===== config.mk =====
export PLATFORM = sky130hd
export DESIGN_NAME = melody_sequencer
export DESIGN_NICKNAME = d
export VERILOG_FILES = /design/src/rtl/melody_sequencer.sv
export SDC_FILE = /design/constraint.sdc
export NUM_CORES = 1
export LEC_CHECK = 0
export ABC_AREA = 0
export CORE_ASPECT_RATIO = 1.5
export CORE_UTILIZATION = 39
export CTS_CLUSTER_SIZE = 12
export DETAILED_ROUTE_END_ITERATION = 7
export PLACE_DENSITY = 0.66
export SLEW_MARGIN = 20
export SYNTH_ARGS = -nofsm -noshare
export SYNTH_HDL_FRONTEND = slang
export SYNTH_SLANG_ARGS = --single-unit

===== constraint.sdc =====
create_clock -name clk -period 3.9 [get_ports clk]
set_input_delay 1.17 -clock clk [delete_from_list [all_inputs] [get_ports clk]]
set_output_delay 1.17 -clock clk [all_outputs]
set_load 0.02 [all_outputs]

===== src/rtl/melody_sequencer.sv =====
// Melody sequencer: walks a song stored in an external synchronous ROM and drives
// the tone generator's note divisor and mute flag, with play/stop/pause/loop control.
module melody_sequencer #(
  parameter int unsigned BEAT_DIV = 25_000_000,
  parameter int unsigned ADDR_W   = 6
) (
  input  logic              clk,
  input  logic              rst,
  input  logic              play,
  input  logic              stop,
  input  logic              pause,
  input  logic              loop_en,
  output logic [ADDR_W-1:0] rom_addr,
  input  logic [7:0]        rom_data,
  output logic [21:0]       note_div,
  output logic              mute,
  output logic              busy,
  output logic              song_done
);

  localparam int unsigned     TickW    = $clog2(BEAT_DIV);
  localparam logic [TickW-1:0] TickLast = TickW'(BEAT_DIV - 1);
  localparam logic [21:0]     DivRest  = 22'h3FFFFF;

  typedef enum logic [2:0] {
    StIdle,
    StFetch,
    StLoad,
    StPlay,
    StPaused
  } state_e;

  state_e             state_q, state_d;
  logic [ADDR_W-1:0]  ptr_q, ptr_d;
  logic [TickW-1:0]   tick_q, tick_d;
  logic [3:0]         beat_q, beat_d;
  logic [21:0]        div_q, div_d;
  logic               mute_q, mute_d;
  logic               done_q, done_d;

  // Note code to tone-generator divisor; unlisted codes are rests.
  function automatic logic [21:0] note_lookup(input logic [3:0] code);
    logic [21:0] div;
    case (code)
      4'd1:    div = 22'd191109;
      4'd2:    div = 22'd170263;
      4'd3:    div = 22'd151684;
      4'd4:    div = 22'd143171;
      4'd5:    div = 22'd127550;
      4'd6:    div = 22'd113635;
      4'd7:    div = 22'd101238;
      4'd8:    div = 22'd95556;
      default: div = DivRest;
    endcase
    return div;
  endfunction

  // Next-state logic; stop overrides every other decision.
  always_comb begin
    state_d = state_q;
    ptr_d   = ptr_q;
    tick_d  = tick_q;
    beat_d  = beat_q;
    div_d   = div_q;
    mute_d  = mute_q;
    done_d  = 1'b0;
    if (stop) begin
      state_d = StIdle;
      ptr_d   = '0;
      div_d   = DivRest;
      mute_d  = 1'b1;
    end else begin
      unique case (state_q)
        StIdle: begin
          if (play) begin
            state_d = StFetch;
            ptr_d   = '0;
          end
        end
        StFetch: state_d = StLoad;
        StLoad: begin
          if (rom_data[3:0] == 4'd0) begin
            // End marker: restart or finish the song.
            ptr_d = '0;
            if (loop_en) begin
              state_d = StFetch;
            end else begin
              state_d = StIdle;
              done_d  = 1'b1;
              mute_d  = 1'b1;
              div_d   = DivRest;
            end
          end else begin
            div_d   = note_lookup(rom_data[7:4]);
            mute_d  = (note_lookup(rom_data[7:4]) == DivRest);
            beat_d  = rom_data[3:0];
            tick_d  = '0;
            state_d = StPlay;
          end
        end
        StPlay, StPaused: begin
          // Counters only advance on cycles where pause is low.
          if (pause) begin
            state_d = StPaused;
          end else begin
            state_d = StPlay;
            if (tick_q == TickLast) begin
              tick_d = '0;
              beat_d = beat_q - 4'd1;
              if (beat_q == 4'd1) begin
                ptr_d   = ptr_q + 1'b1;
                state_d = StFetch;
              end
            end else begin
              tick_d = tick_q + 1'b1;
            end
          end
        end
        default: state_d = StIdle;
      endcase
    end
  end

  // State and datapath registers with synchronous reset.
  always_ff @(posedge clk) begin
    if (rst) begin
      state_q <= StIdle;
      ptr_q   <= '0;
      tick_q  <= '0;
      beat_q  <= '0;
      div_q   <= DivRest;
      mute_q  <= 1'b1;
      done_q  <= 1'b0;
    end else begin
      state_q <= state_d;
      ptr_q   <= ptr_d;
      tick_q  <= tick_d;
      beat_q  <= beat_d;
      div_q   <= div_d;
      mute_q  <= mute_d;
      done_q  <= done_d;
    end
  end

  // Output mapping; pausing silences the note without losing its mute setting.
  always_comb begin
    rom_addr  = ptr_q;
    note_div  = div_q;
    mute      = mute_q | (state_q == StPaused);
    busy      = (state_q != StIdle);
    song_done = done_q;
  end

endmodule


==> summary.txt, run 1 <==
Route
  – First-pass DRT Iterations: 4
  – Routed wire length: roughly 7900 um
  – DRC Markers: 0
  – Number of routed nets with antenna violations: 0
  – Drt wl/cell: 14.3 um
  – DR vias/cell: 5.58
  – Iter 0 DRT Violations: 158
  – Via count: 3080

Synth
  – Most used DFF post-synth: dfxtp_1
  – Syn Inst Count: ~400
  – Mapped cell area: 3300 um2
  – Syn Area/Cell: roughly 8 um2
  – Post-synthesis sequential area ratio: a little over a third
  – EDFF count, synth: 0
  – Async SR Flop Fraction: 0%
  – Synth cell types: just under 60
  – Yosys warning total: 0
  – Syn Nets: 430
  – Synthesized flop and latch total: slightly below 60

Timing
  – Slew @ Worst Pin: slightly below 600 ps
  – Final hold violations: 0
  – RSZ-0062 raised after global routing: false
  – Final Max Slew Viols: 0
  – Max Clock Skew: around 4.4 ps
  – Max frequency: around 320 MHz
  – # setup viols final: 0
  – Tmin final: 3170 ps
  – Final Cycle Share: around four fifths
  – Slew headroom: between 60 and 70%
  – Sum Neg Setup Slack: 0 ps

GRT
  – Initial antenna violation count: 0
  – Grt ovf: 0
  – Global-route wire length before repair: around 13000 um
  – Vias in the first global route: about 2900
  – Largest net degree at the start of global routing: 26
  – Total Routing Usage GR: about a fifth

Power and ir drop
  – Pint: approximately 0.0013 W
  – Power per cell area: a little under 400 nW/um2
  – Total power: between 0.0015 and 0.002 W
  – Net Sw Frac: between 20 and 25%
  – Psw: 0.000328 W
  – Leakage Power: roughly 1.4 nW
  – Peak VDD IR: approximately 0.25 mV
  – Clock share of power: between 50% and 60%
  – Sequential power share: a little under two fifths
  – Combinational share of power: 6.3%

Clock tree
  – Hold Buf Count CTS: 0
  – CTS buffer count: 9
  – TritonCTS clock tree: yes
  – CTS Sinks: between 50 and 60
  – Root Buffer: clkbuf_16
  – Total number of H-tree levels: 3
  – Clock Path Buffers: 2
  – Clock-pin slew on the worst setup and hold paths: about 50 ps
  – Number of gates resized after CTS: 0
  – Setup Buffers After CTS: 0
  – Clk_lat worst skew: approximately 330 ps

Floorplanning
  – Core Box Area: 8110 um2
  – Row count: 40
  – Die Footprint: roughly 8800 um2
  – DIE HEIGHT: 115 um
  – Die X: 77.1 um
  – # IOs: 45
  – Initial Util: about two fifths

Worst setup path
  – WS Path Type: flop to primary output
  – Worst Path Max Fanout: 12
  – Crit path DAT: around 2000 ps
  – R2r worst-path depth: 6
  – CP Data Required Time: 2730 ps
  – R2r setup slk: between 1000 and 1500 ps
  – RR Startpoint: state_q[2]$_SDFFE_PP0N_
  – Critical Path Start Type: flop
  – Reg-to-Reg End: tick_q[9]$_SDFFE_PP0P_
  – Endpoint class of the critical path: primary output

Layout
  – Seq. cell area: between 1000 and 1500 um2
  – Most common cell after layout, fill and taps aside: dfxtp_1
  – Commonest non-fill, non-tap cells in the layout: 59 x dfxtp_1, 44 x clkdlybuf4s50_1, 42 x a21oi_1, 38 x nand2_1, 35 x nor2_1
  – Number of diodes: 0
  – Final net count: 469
  – Fraction of layout cells with a size suffix above 1: 8.50%
  – Multi-input logic area: between 1500 and 2000 um2
  – Post-route insts no fill: between 500 and 600
  – Fill count: ~800
  – Layout area overhead: 25.3%

Place
  – Placed insts: approximately 540
  – PortBufs: 44
  – Placer Congestion: 0.865
  – Post-DP HPWL: between 5000 and 6000 um

Min path
  – Hold Startpoint: rom_addr[5]$_SDFFE_PP0P_
  – Hold Path Depth: 2
  – Hold Path End: rom_addr[5]$_SDFFE_PP0P_
  – Worst Hold Class: flop to flop

Run status
  – Status: finished clean

Job
  – # Max-Cap Violations: 0
==> worst max-delay path by stage <==
stage | startpoint | endpoint | depth (start not counted) | slack, ps
finish | state_q[2]$_SDFFE_PP0N_ | mute | 3 | 730
global route | state_q[2]$_SDFFE_PP0N_ | mute | 3 | 640
CTS | state_q[2]$_SDFFE_PP0N_ | mute | 3 | 720
detailed placement | rom_data[2] | tick_q[4]$_SDFFE_PP0P_ | 7 | 570
global placement | rom_data[0] | tick_q[9]$_SDFFE_PP0P_ | 7 | 610
floorplan | rom_data[2] | beat_q[2]$_SDFFE_PP0P_ | 8 | 1140
==> critical path, stage by stage, from the launching register on <==
cell and delay [ps]:
dfxtp_1 510, or3b_1 410, or2b_1 160, clkdlybuf4s50_1 590
==> metrics by stage <==
stage | utilization (%) | setup slack, ps | area [um2] | hold WS [ps]
6_report | 50.9 | 729 | 4130 | 472
5_1_grt | 50.9 | 641 | 4130 | 496
4_1_cts | 50.9 | 720 | 4130 | 477
3_5_place_dp | 46.9 | 566 | 3800 | 466
3_3_place_gp | 46.9 | 607 | 3800 | 455
2_1_floorplan | - | 1140 | 3300 | 448
==> cell families after synthesis <==
group / count (synthesis) / share of synthesized area (%)
mux: 9 / 2.77
simple gates: 161 / 26.5
flops: 59 / 35.8
buf+inv: 40 / 5.84
fa+ha+maj: 12 / 4.55
xor+xnor: 12 / 3.19
compound gates: 111 / 21.3
==> power by group through the flow <==
stage	logic, W	clock network (W)	registers, W
after CTS	0.0000998	0.000902	0.000608
after global routing	0.000110	0.000921	0.000608
final	0.000100	0.000883	0.000608
after global placement	0.0000993	0	0.000620
after floorplan	0.0000635	0	0.000619
after detailed placement	0.0000991	0	0.000620
==> sequential cells by signal, summed over array words and instances, names as in the netlist <==
name and flops:
tick_q 25, note_div 19, rom_addr 6, beat_q 4, state_q 3, mute_q 1, song_done 1
==> final cells by class <==
class | instances | area share [%]
Multi-Input combinational cell | 305 | 46.6
Inverter | 15 | 1.36
Tap cell | 105 | 3.18
Timing Repair Buffer | 53 | 12.3
Clock inverter | 6 | 2.54
Sequential cell | 59 | 28.6
Clock buffer | 9 | 5.45
==> per-layer routing <==
metal,GRT usage (%),wire length (um),vias up
li1,-,-,1547
met5,0,0,-
met4,9.43,195,0
met2,33.6,4020,76
met1,21.3,3380,1442
met3,4.22,307,15
==> synthesized netlist by cell type, types with 2 or more instances <==
cell type,instances,area (um2)
mux2i_1,8,80.1
inv_1,15,56.3
nand4_1,9,56.3
and3b_1,2,17.5
ha_1,12,150
a21oi_1,42,210
or3_1,11,68.8
o22ai_1,10,62.6
a2111oi_2,3,45.0
a21o_1,4,30.0
nand3_1,11,55.1
nor2_1,35,131
buf_2,4,20.0
nand3b_1,3,22.5
nor2b_1,2,12.5
o31ai_1,6,45.0
nand2b_1,10,62.6
nor3b_1,4,30.0
and2_1,3,18.8
o211ai_1,2,15.0
or4_1,5,37.5
or2_2,2,12.5
o21ai_0,20,100
nor3_1,7,35.0
buf_6,2,22.5
buf_4,6,45.0
nor4_1,4,25.0
and4_1,3,26.3
o311ai_0,2,17.5
xnor2_1,11,96.3
a211oi_1,8,60.1
dfxtp_1,59,1180
nand2_1,38,143
nor4b_1,2,17.5
or3b_1,2,17.5
a31oi_1,3,18.8
clkbuf_1,12,45.0
No activity file was read; power rests on OpenSTA's default activity.
==> run 2, diff against run 1 <==
--- a/config.mk
+++ b/config.mk
@@ -10,7 +10,7 @@
 export CORE_UTILIZATION = 39
 export CTS_CLUSTER_SIZE = 12
 export DETAILED_ROUTE_END_ITERATION = 7
-export PLACE_DENSITY = 0.66
+export PLACE_DENSITY = 0.68
 export SLEW_MARGIN = 20
 export SYNTH_ARGS = -nofsm -noshare
 export SYNTH_HDL_FRONTEND = slang
==> constraint.sdc (replaced) <==
create_clock -name clk -period 2.8 [get_ports clk]
set_input_delay 0.84 -clock clk [delete_from_list [all_inputs] [get_ports clk]]
set_output_delay 0.84 -clock clk [all_outputs]
set_load 0.02 [all_outputs]
==> run 2 against run 1 <==
Effect of this change:
- core utilization up 1.5 points
- hold slack worse by 7.8 ps
- cell area up 2.9%
- cell count rose by 3.3%
- clock skew is 2.2 ps higher
- sequential share of layout area decreased by 0.80 points
- first-iteration DRC count grew 6.3%
- sequential power is 39% higher
- total power up 31%
- die area unchanged
- combinational power is 54% higher
- critical path type unchanged
- highest routed layer unchanged
==> summary.txt, run 2 (synthesis results as in run 1) <==
Run status
  – Status: finished clean

Floorplanning
  – Die Footprint: 8830 um2 (unchanged)
  – Initial Util: 40.7% (unchanged)
  – # IOs: 45 (unchanged)
  – DIE HEIGHT: 115 um (unchanged)
  – Die X: 77.1 um (unchanged)
  – Row count: 40 (unchanged)
  – Core Box Area: 8110 um2 (unchanged)

Route
  – Routed wire length: 8530 um (+8.0%)
  – Number of routed nets with antenna violations: 0 (unchanged)
  – First-pass DRT Iterations: 4 (unchanged)
  – Via count: 3209 (+4.2%)
  – Iter 0 DRT Violations: 168 (+6.3%)
  – Drt wl/cell: 15.0 um (+4.6%)
  – DR vias/cell: 5.63 (+0.90%)
  – DRC Markers: 0 (unchanged)

Layout
  – Final net count: 486 (+3.6%)
  – Commonest non-fill, non-tap cells in the layout: 59 x dfxtp_1, 43 x clkdlybuf4s50_1, 42 x a21oi_1, 38 x nand2_1, 35 x nor2_1
  – Number of diodes: 0 (unchanged)
  – Max reg flops: 25 (unchanged)
  – Fill count: 799 (-0.62%)
  – Fraction of layout cells with a size suffix above 1: 12.0% (+3.5 points)
  – Multi-input logic area: 1920 um2 (unchanged)
  – Layout area overhead: 28.9%
  – Most flops, register: tick_q
  – Design Area, Final: 4250 um2 (+2.9%)
  – Most common cell after layout, fill and taps aside: dfxtp_1
  – Seq. cell area: 1180 um2 (unchanged)

Timing
  – Max frequency: just under 400 MHz
  – Final hold violations: 0 (unchanged)
  – Tmin final: about 2600 ps
  – Final Cycle Share: between 90% and 100%
  – Max Clock Skew: 6.59 ps (+2.22 ps)
  – Final Max Slew Viols: 0 (unchanged)
  – Min Hold Slack: 464 ps (-7.77 ps)
  – Sum Neg Setup Slack: 0 ps (unchanged)
  – Slew @ Worst Pin: 636 ps (+49.6 ps)
  – Slew headroom: 57.2% (-3.7 points)
  – RSZ-0062 raised after global routing: false
  – # setup viols final: 0 (unchanged)

Worst setup path
  – R2r worst-path depth: 6 (unchanged)
  – Reg-to-Reg End: rom_addr[5]$_SDFFE_PP0P_
  – CP Cell Sequence: or3_1 > clkdlybuf4s50_1
  – CP Data Required Time: 1960 ps (-770 ps)
  – Crit-path slowest cell: clkdlybuf4s50_1
  – WS Path Type: flop to primary output
  – Critical Path Start Type: flop
  – RR Startpoint: tick_q[1]$_SDFFE_PP0P_
  – R2r setup slk: 340 ps (-1050 ps)
  – Crit path DAT: 1730 ps (-270 ps)
  – Worst Path Max Fanout: 11 (-1)
  – Endpoint class of the critical path: primary output
  – Worst path max stage delay: 560 ps (-30 ps)

Min path
  – Worst Hold Class: flop to flop
  – Hold Startpoint: note_div[4]$_SDFFE_PP1P_
  – Hold Path Depth: 2 (unchanged)
  – Hold Path End: note_div[4]$_SDFFE_PP1P_

Power and ir drop
  – Pint: 0.00159 W (+26%)
  – Leakage Power: 1.48 nW (+4.8%)
  – Psw: 0.000495 W (+51%)
  – Combinational share of power: 7.4% (+1.1 points)
  – Sequential power share: 40.5% (+2.3 points)
  – Power per cell area: 492 nW/um2 (+28%)
  – Clock share of power: 52.1% (-3.4 points)
  – Net Sw Frac: 23.7% (+3.0 points)
  – Peak VDD IR: 0.276 mV (+9.0%)

Place
  – Area after DPL: 3950 um2 (+4.0%)
  – Placer Congestion: 0.860 (-0.59%)
  – PortBufs: 44 (unchanged)
  – Post-DP HPWL: 6100 um (+7.1%)

GRT
  – Global-route wire length before repair: 14700 um (+9.9%)
  – Vias in the first global route: 3180 (+8.7%)
  – Total Routing Usage GR: 21.0% (+2.1 points)
  – Initial antenna violation count: 0 (unchanged)
  – Largest net degree at the start of global routing: 26 (unchanged)
  – Grt ovf: 0 (unchanged)

Job
  – # Max-Cap Violations: 0 (unchanged)

Clock tree
  – Clock Path Buffers: 2 (unchanged)
  – CTS Sinks: 59 (unchanged)
  – Hold Buf Count CTS: 0 (unchanged)
  – Total number of H-tree levels: 3 (unchanged)
  – Clock-pin slew on the worst setup and hold paths: 50 ps (about the same)
  – CTS buffer count: 9 (unchanged)
  – Clk_lat worst skew: 330 ps (about the same)
  – Number of gates resized after CTS: 0 (unchanged)
  – TritonCTS clock tree: yes
  – Setup Buffers After CTS: 0 (unchanged)
  – Root Buffer: clkbuf_16
## run 2: critical path: cells and delay by family (launching register included)
kind / cells / cell delay (ps)
and+or+nand+nor: 1 / 450
DFF: 1 / 390
buffers and inverters: 1 / 560
## run 2: how the worst max path moves through the flow
stage / slack (ps) / end / startpoint
after global routing: 190 / rom_addr[5]$_SDFFE_PP0P_ / tick_q[1]$_SDFFE_PP0P_
after CTS: 20 / mute / state_q[0]$_SDFFE_PP0N_
final: 230 / busy / state_q[0]$_SDFFE_PP0N_
after floorplan: 370 / beat_q[2]$_SDFFE_PP0P_ / rom_data[2]
after global placement: 50 / tick_q[24]$_SDFFE_PP0P_ / rom_data[0]
after detailed placement: 40 / tick_q[24]$_SDFFE_PP0P_ / rom_data[0]
## run 2: cell type report
cell class              instances  share of cell area (%)
multi-input cells             305                    45.3
flip-flops and latches         59                    27.8
repair buffers                 70                    15.6
clock buffers                   9                    5.30
well taps                     105                    3.09
clock inverters                 7                    1.62
inverters                      15                    1.33
## run 2: per-stage QoR
| step | power [W] | std cells | utilization [%] | setup WS, ps |
|---|---|---|---|---|
| after global placement | 0.00101 | 554 | 48.8 | 46.9 |
| final | 0.00209 | 570 | 52.4 | 228 |
| after CTS | 0.00211 | 570 | 52.4 | 15.6 |
| after global routing | 0.00216 | 570 | 52.4 | 186 |
| after detailed placement | 0.00102 | 554 | 48.8 | 37.9 |
| after floorplan | 0.000951 | 404 | - | 368 |
## run 2: power groups by stage
stage / Clock (W) / Sequential (W) / Combinational [W]
detailed placement: 0 / 0.000864 / 0.000152
finish: 0.00109 / 0.000846 / 0.000154
CTS: 0.00111 / 0.000846 / 0.000154
global route: 0.00114 / 0.000846 / 0.000170
global placement: 0 / 0.000864 / 0.000150
floorplan: 0 / 0.000863 / 0.0000885
## run 2: layer usage
| layer | up-vias | global-route usage, % | share of wire, % |
|---|---|---|---|
| li1 | 1580 | - | - |
| met1 | 1527 | 23.3 | 41 |
| met2 | 78 | 36.8 | 51 |
| met3 | 24 | 3.51 | 4.0 |
| met4 | 0 | 14.1 | 3.7 |
| met5 | - | 0 | 0 |
==> run 3, diff against run 2 <==
--- a/config.mk
+++ b/config.mk
@@ -7,10 +7,11 @@
 export LEC_CHECK = 0
 export ABC_AREA = 0
 export CORE_ASPECT_RATIO = 1.5
+export CORE_MARGIN = 2
 export CORE_UTILIZATION = 39
 export CTS_CLUSTER_SIZE = 12
 export DETAILED_ROUTE_END_ITERATION = 7
-export PLACE_DENSITY = 0.68
+export PLACE_DENSITY = 0.6
 export SLEW_MARGIN = 20
 export SYNTH_ARGS = -nofsm -noshare
 export SYNTH_HDL_FRONTEND = slang
==> run 3 against run 2 <==
Effect of this change:
- total power shrank 3.2%
- cell count grew 0.35%
- worst setup slack gained 17 ps
- sequential cell count is the same
- cell area is essentially flat
- critical endpoint unchanged
- highest routed layer unchanged
==> summary.txt, run 3 (synthesis results as in run 1) <==
GRT
  – Initial antenna violation count: 0 (unchanged)
  – Total Routing Usage GR: 19.5% (-1.6 points)
  – Vias in the first global route: 3038 (-4.5%)
  – Grt ovf: 0 (unchanged)
  – Global-route wire length before repair: 14000 um (-4.3%)
  – Largest net degree at the start of global routing: 26 (unchanged)

Layout
  – Fraction of layout cells with a size suffix above 1: 12.0% (unchanged)
  – Commonest non-fill, non-tap cells in the layout: 59 x dfxtp_1, 43 x clkdlybuf4s50_1, 42 x a21oi_1, 38 x nand2_1, 35 x nor2_1
  – Most common cell after layout, fill and taps aside: dfxtp_1
  – Final core occ: 51.1% (-1.3 points)
  – Fill count: 830 (+3.9%)
  – Max reg flops: 25 (unchanged)
  – Final net count: 486 (unchanged)
  – Most flops, register: tick_q
  – Layout area overhead: 28.9% (about the same)
  – Number of diodes: 0 (unchanged)

Place
  – PortBufs: 44 (unchanged)
  – Placer Congestion: 0.883 (+2.8%)
  – DP Worst Slack: 0.286 ps (-37.6 ps)
  – Post-DP HPWL: 6140 um (+0.74%)

Power and ir drop
  – Leakage Power: 1.48 nW (+0.14%)
  – Total power: 0.00202 W (-3.2%)
  – Power per cell area: 476 nW/um2 (-3.2%)
  – Peak VDD IR: 0.312 mV (+13%)

Worst setup path
  – Worst Setup EP: busy
  – WS Path Type: flop to primary output
  – RR Startpoint: tick_q[1]$_SDFFE_PP0P_
  – Crit path DAT: 1710 ps (-20 ps)
  – CP Data Required Time: 1960 ps (about the same)
  – Reg-to-Reg End: rom_addr[5]$_SDFFE_PP0P_
  – Endpoint class of the critical path: primary output
  – R2r setup slk: 380 ps (+40 ps)
  – Worst setup path startpoint: state_q[0]$_SDFFE_PP0N_
  – Critical Path Start Type: flop
  – R2r worst-path depth: 6 (unchanged)
  – Worst Path Max Fanout: 11 (unchanged)

Timing
  – Tmin final: 2550 ps (-17.2 ps)
  – Final Max Slew Viols: 0 (unchanged)
  – Slew headroom: 59.7% (+2.5 points)
  – Final worst slack: 246 ps (+17.2 ps)
  – RSZ-0062 raised after global routing: false
  – Sum Neg Setup Slack: 0 ps (unchanged)
  – Final hold violations: 0 (unchanged)
  – Max Clock Skew: 5.16 ps (-1.43 ps)
  – Min Hold Slack: 468 ps (+3.68 ps)
  – Slew @ Worst Pin: 602 ps (-34.3 ps)
  – Final Cycle Share: 91.2% (-0.62 points)
  – # setup viols final: 0 (unchanged)
  – Max frequency: 391 MHz (+0.67%)

Floorplanning
  – Core Box Area: 8310 um2 (+2.5%)
  – Die X: 79.1 um (+2.6%)
  – # IOs: 45 (unchanged)
  – Row count: 41 (+2.5%)
  – Die Footprint: 9220 um2 (+4.4%)
  – DIE HEIGHT: 117 um (+1.7%)
  – Initial Util: 39.7% (-0.99 points)

Clock tree
  – CTS Sinks: 59 (unchanged)
  – CTS buffer count: 9 (unchanged)
  – Root Buffer: clkbuf_16
  – Clock Path Buffers: 2 (unchanged)
  – Clk_lat worst skew: 330 ps (about the same)
  – TritonCTS clock tree: yes
  – Clock-pin slew on the worst setup and hold paths: 50 ps (about the same)
  – Setup Buffers After CTS: 0 (unchanged)
  – Total number of H-tree levels: 3 (unchanged)

Route
  – DRC Markers: 0 (unchanged)
  – Via count: 3108 (-3.1%)
  – Routed wire length: 8390 um (-1.6%)
  – DR vias/cell: 5.43 (-3.5%)
  – Drt wl/cell: 14.7 um (-2.0%)
  – Number of routed nets with antenna violations: 0 (unchanged)
  – First-pass DRT Iterations: 4 (unchanged)
  – Iter 0 DRT Violations: 134 (-20%)

Min path
  – Worst Hold Class: flop to flop
  – Hold Path Depth: 2 (unchanged)

Job
  – # Max-Cap Violations: 0 (unchanged)

Run status
  – Status: finished clean
-- run 3: critical path, cell delays in order (launching register included) --
cell	delay (ps)
dfxtp_1	390
or3_1	440
clkdlybuf4s50_1	560
-- run 3: metrics by stage --
stage,instance area [um2],std cells
after floorplan,3300,404
after global placement,3970,556
after detailed placement,3970,556
after CTS,4250,572
after global routing,4250,572
final,4250,572
-- run 3: worst min-delay path by stage --
stage / start / endpoint / slack, ps
2_1_floorplan: tick_q[5]$_SDFFE_PP0P_ / tick_q[5]$_SDFFE_PP0P_ / 450
3_3_place_gp: tick_q[5]$_SDFFE_PP0P_ / tick_q[5]$_SDFFE_PP0P_ / 450
3_5_place_dp: note_div[1]$_SDFFE_PP1P_ / note_div[1]$_SDFFE_PP1P_ / 460
4_1_cts: note_div[1]$_SDFFE_PP1P_ / note_div[1]$_SDFFE_PP1P_ / 470
5_1_grt: tick_q[5]$_SDFFE_PP0P_ / tick_q[5]$_SDFFE_PP0P_ / 500
6_report: note_div[4]$_SDFFE_PP1P_ / note_div[4]$_SDFFE_PP1P_ / 470
-- run 3: cell type report --
type / instances / area, um2 / area share (%)
clock buffers: 11 / 253 / 5.95
clock inverters: 5 / 27.5 / 0.648
inverters: 15 / 56.3 / 1.32
multi-input cells: 305 / 1920 / 45.2
flip-flops and latches: 59 / 1180 / 27.8
well taps: 107 / 134 / 3.15
repair buffers: 70 / 676 / 15.9
-- run 3: metal layers --
layer	part of all wire [%]	global-route usage, %
met1	43	20.9
met2	52	35.5
met3	3.2	4.79
met4	2.1	9.31
met5	0	0
-- run 3: what timing repair did --
item	in CTS	in global routing
hold buffers	0	0
gates resized for setup	0	1
endpoints found under the setup margin	0	1
-- run 3: report_power, final --
part | leakage [nW] | switching (W) | internal, W
Sequential | 0.476 | 0.00000325 | 0.000843
Combinational | 0.861 | 0.0000848 | 0.0000694
Clock | 0.141 | 0.000384 | 0.000639
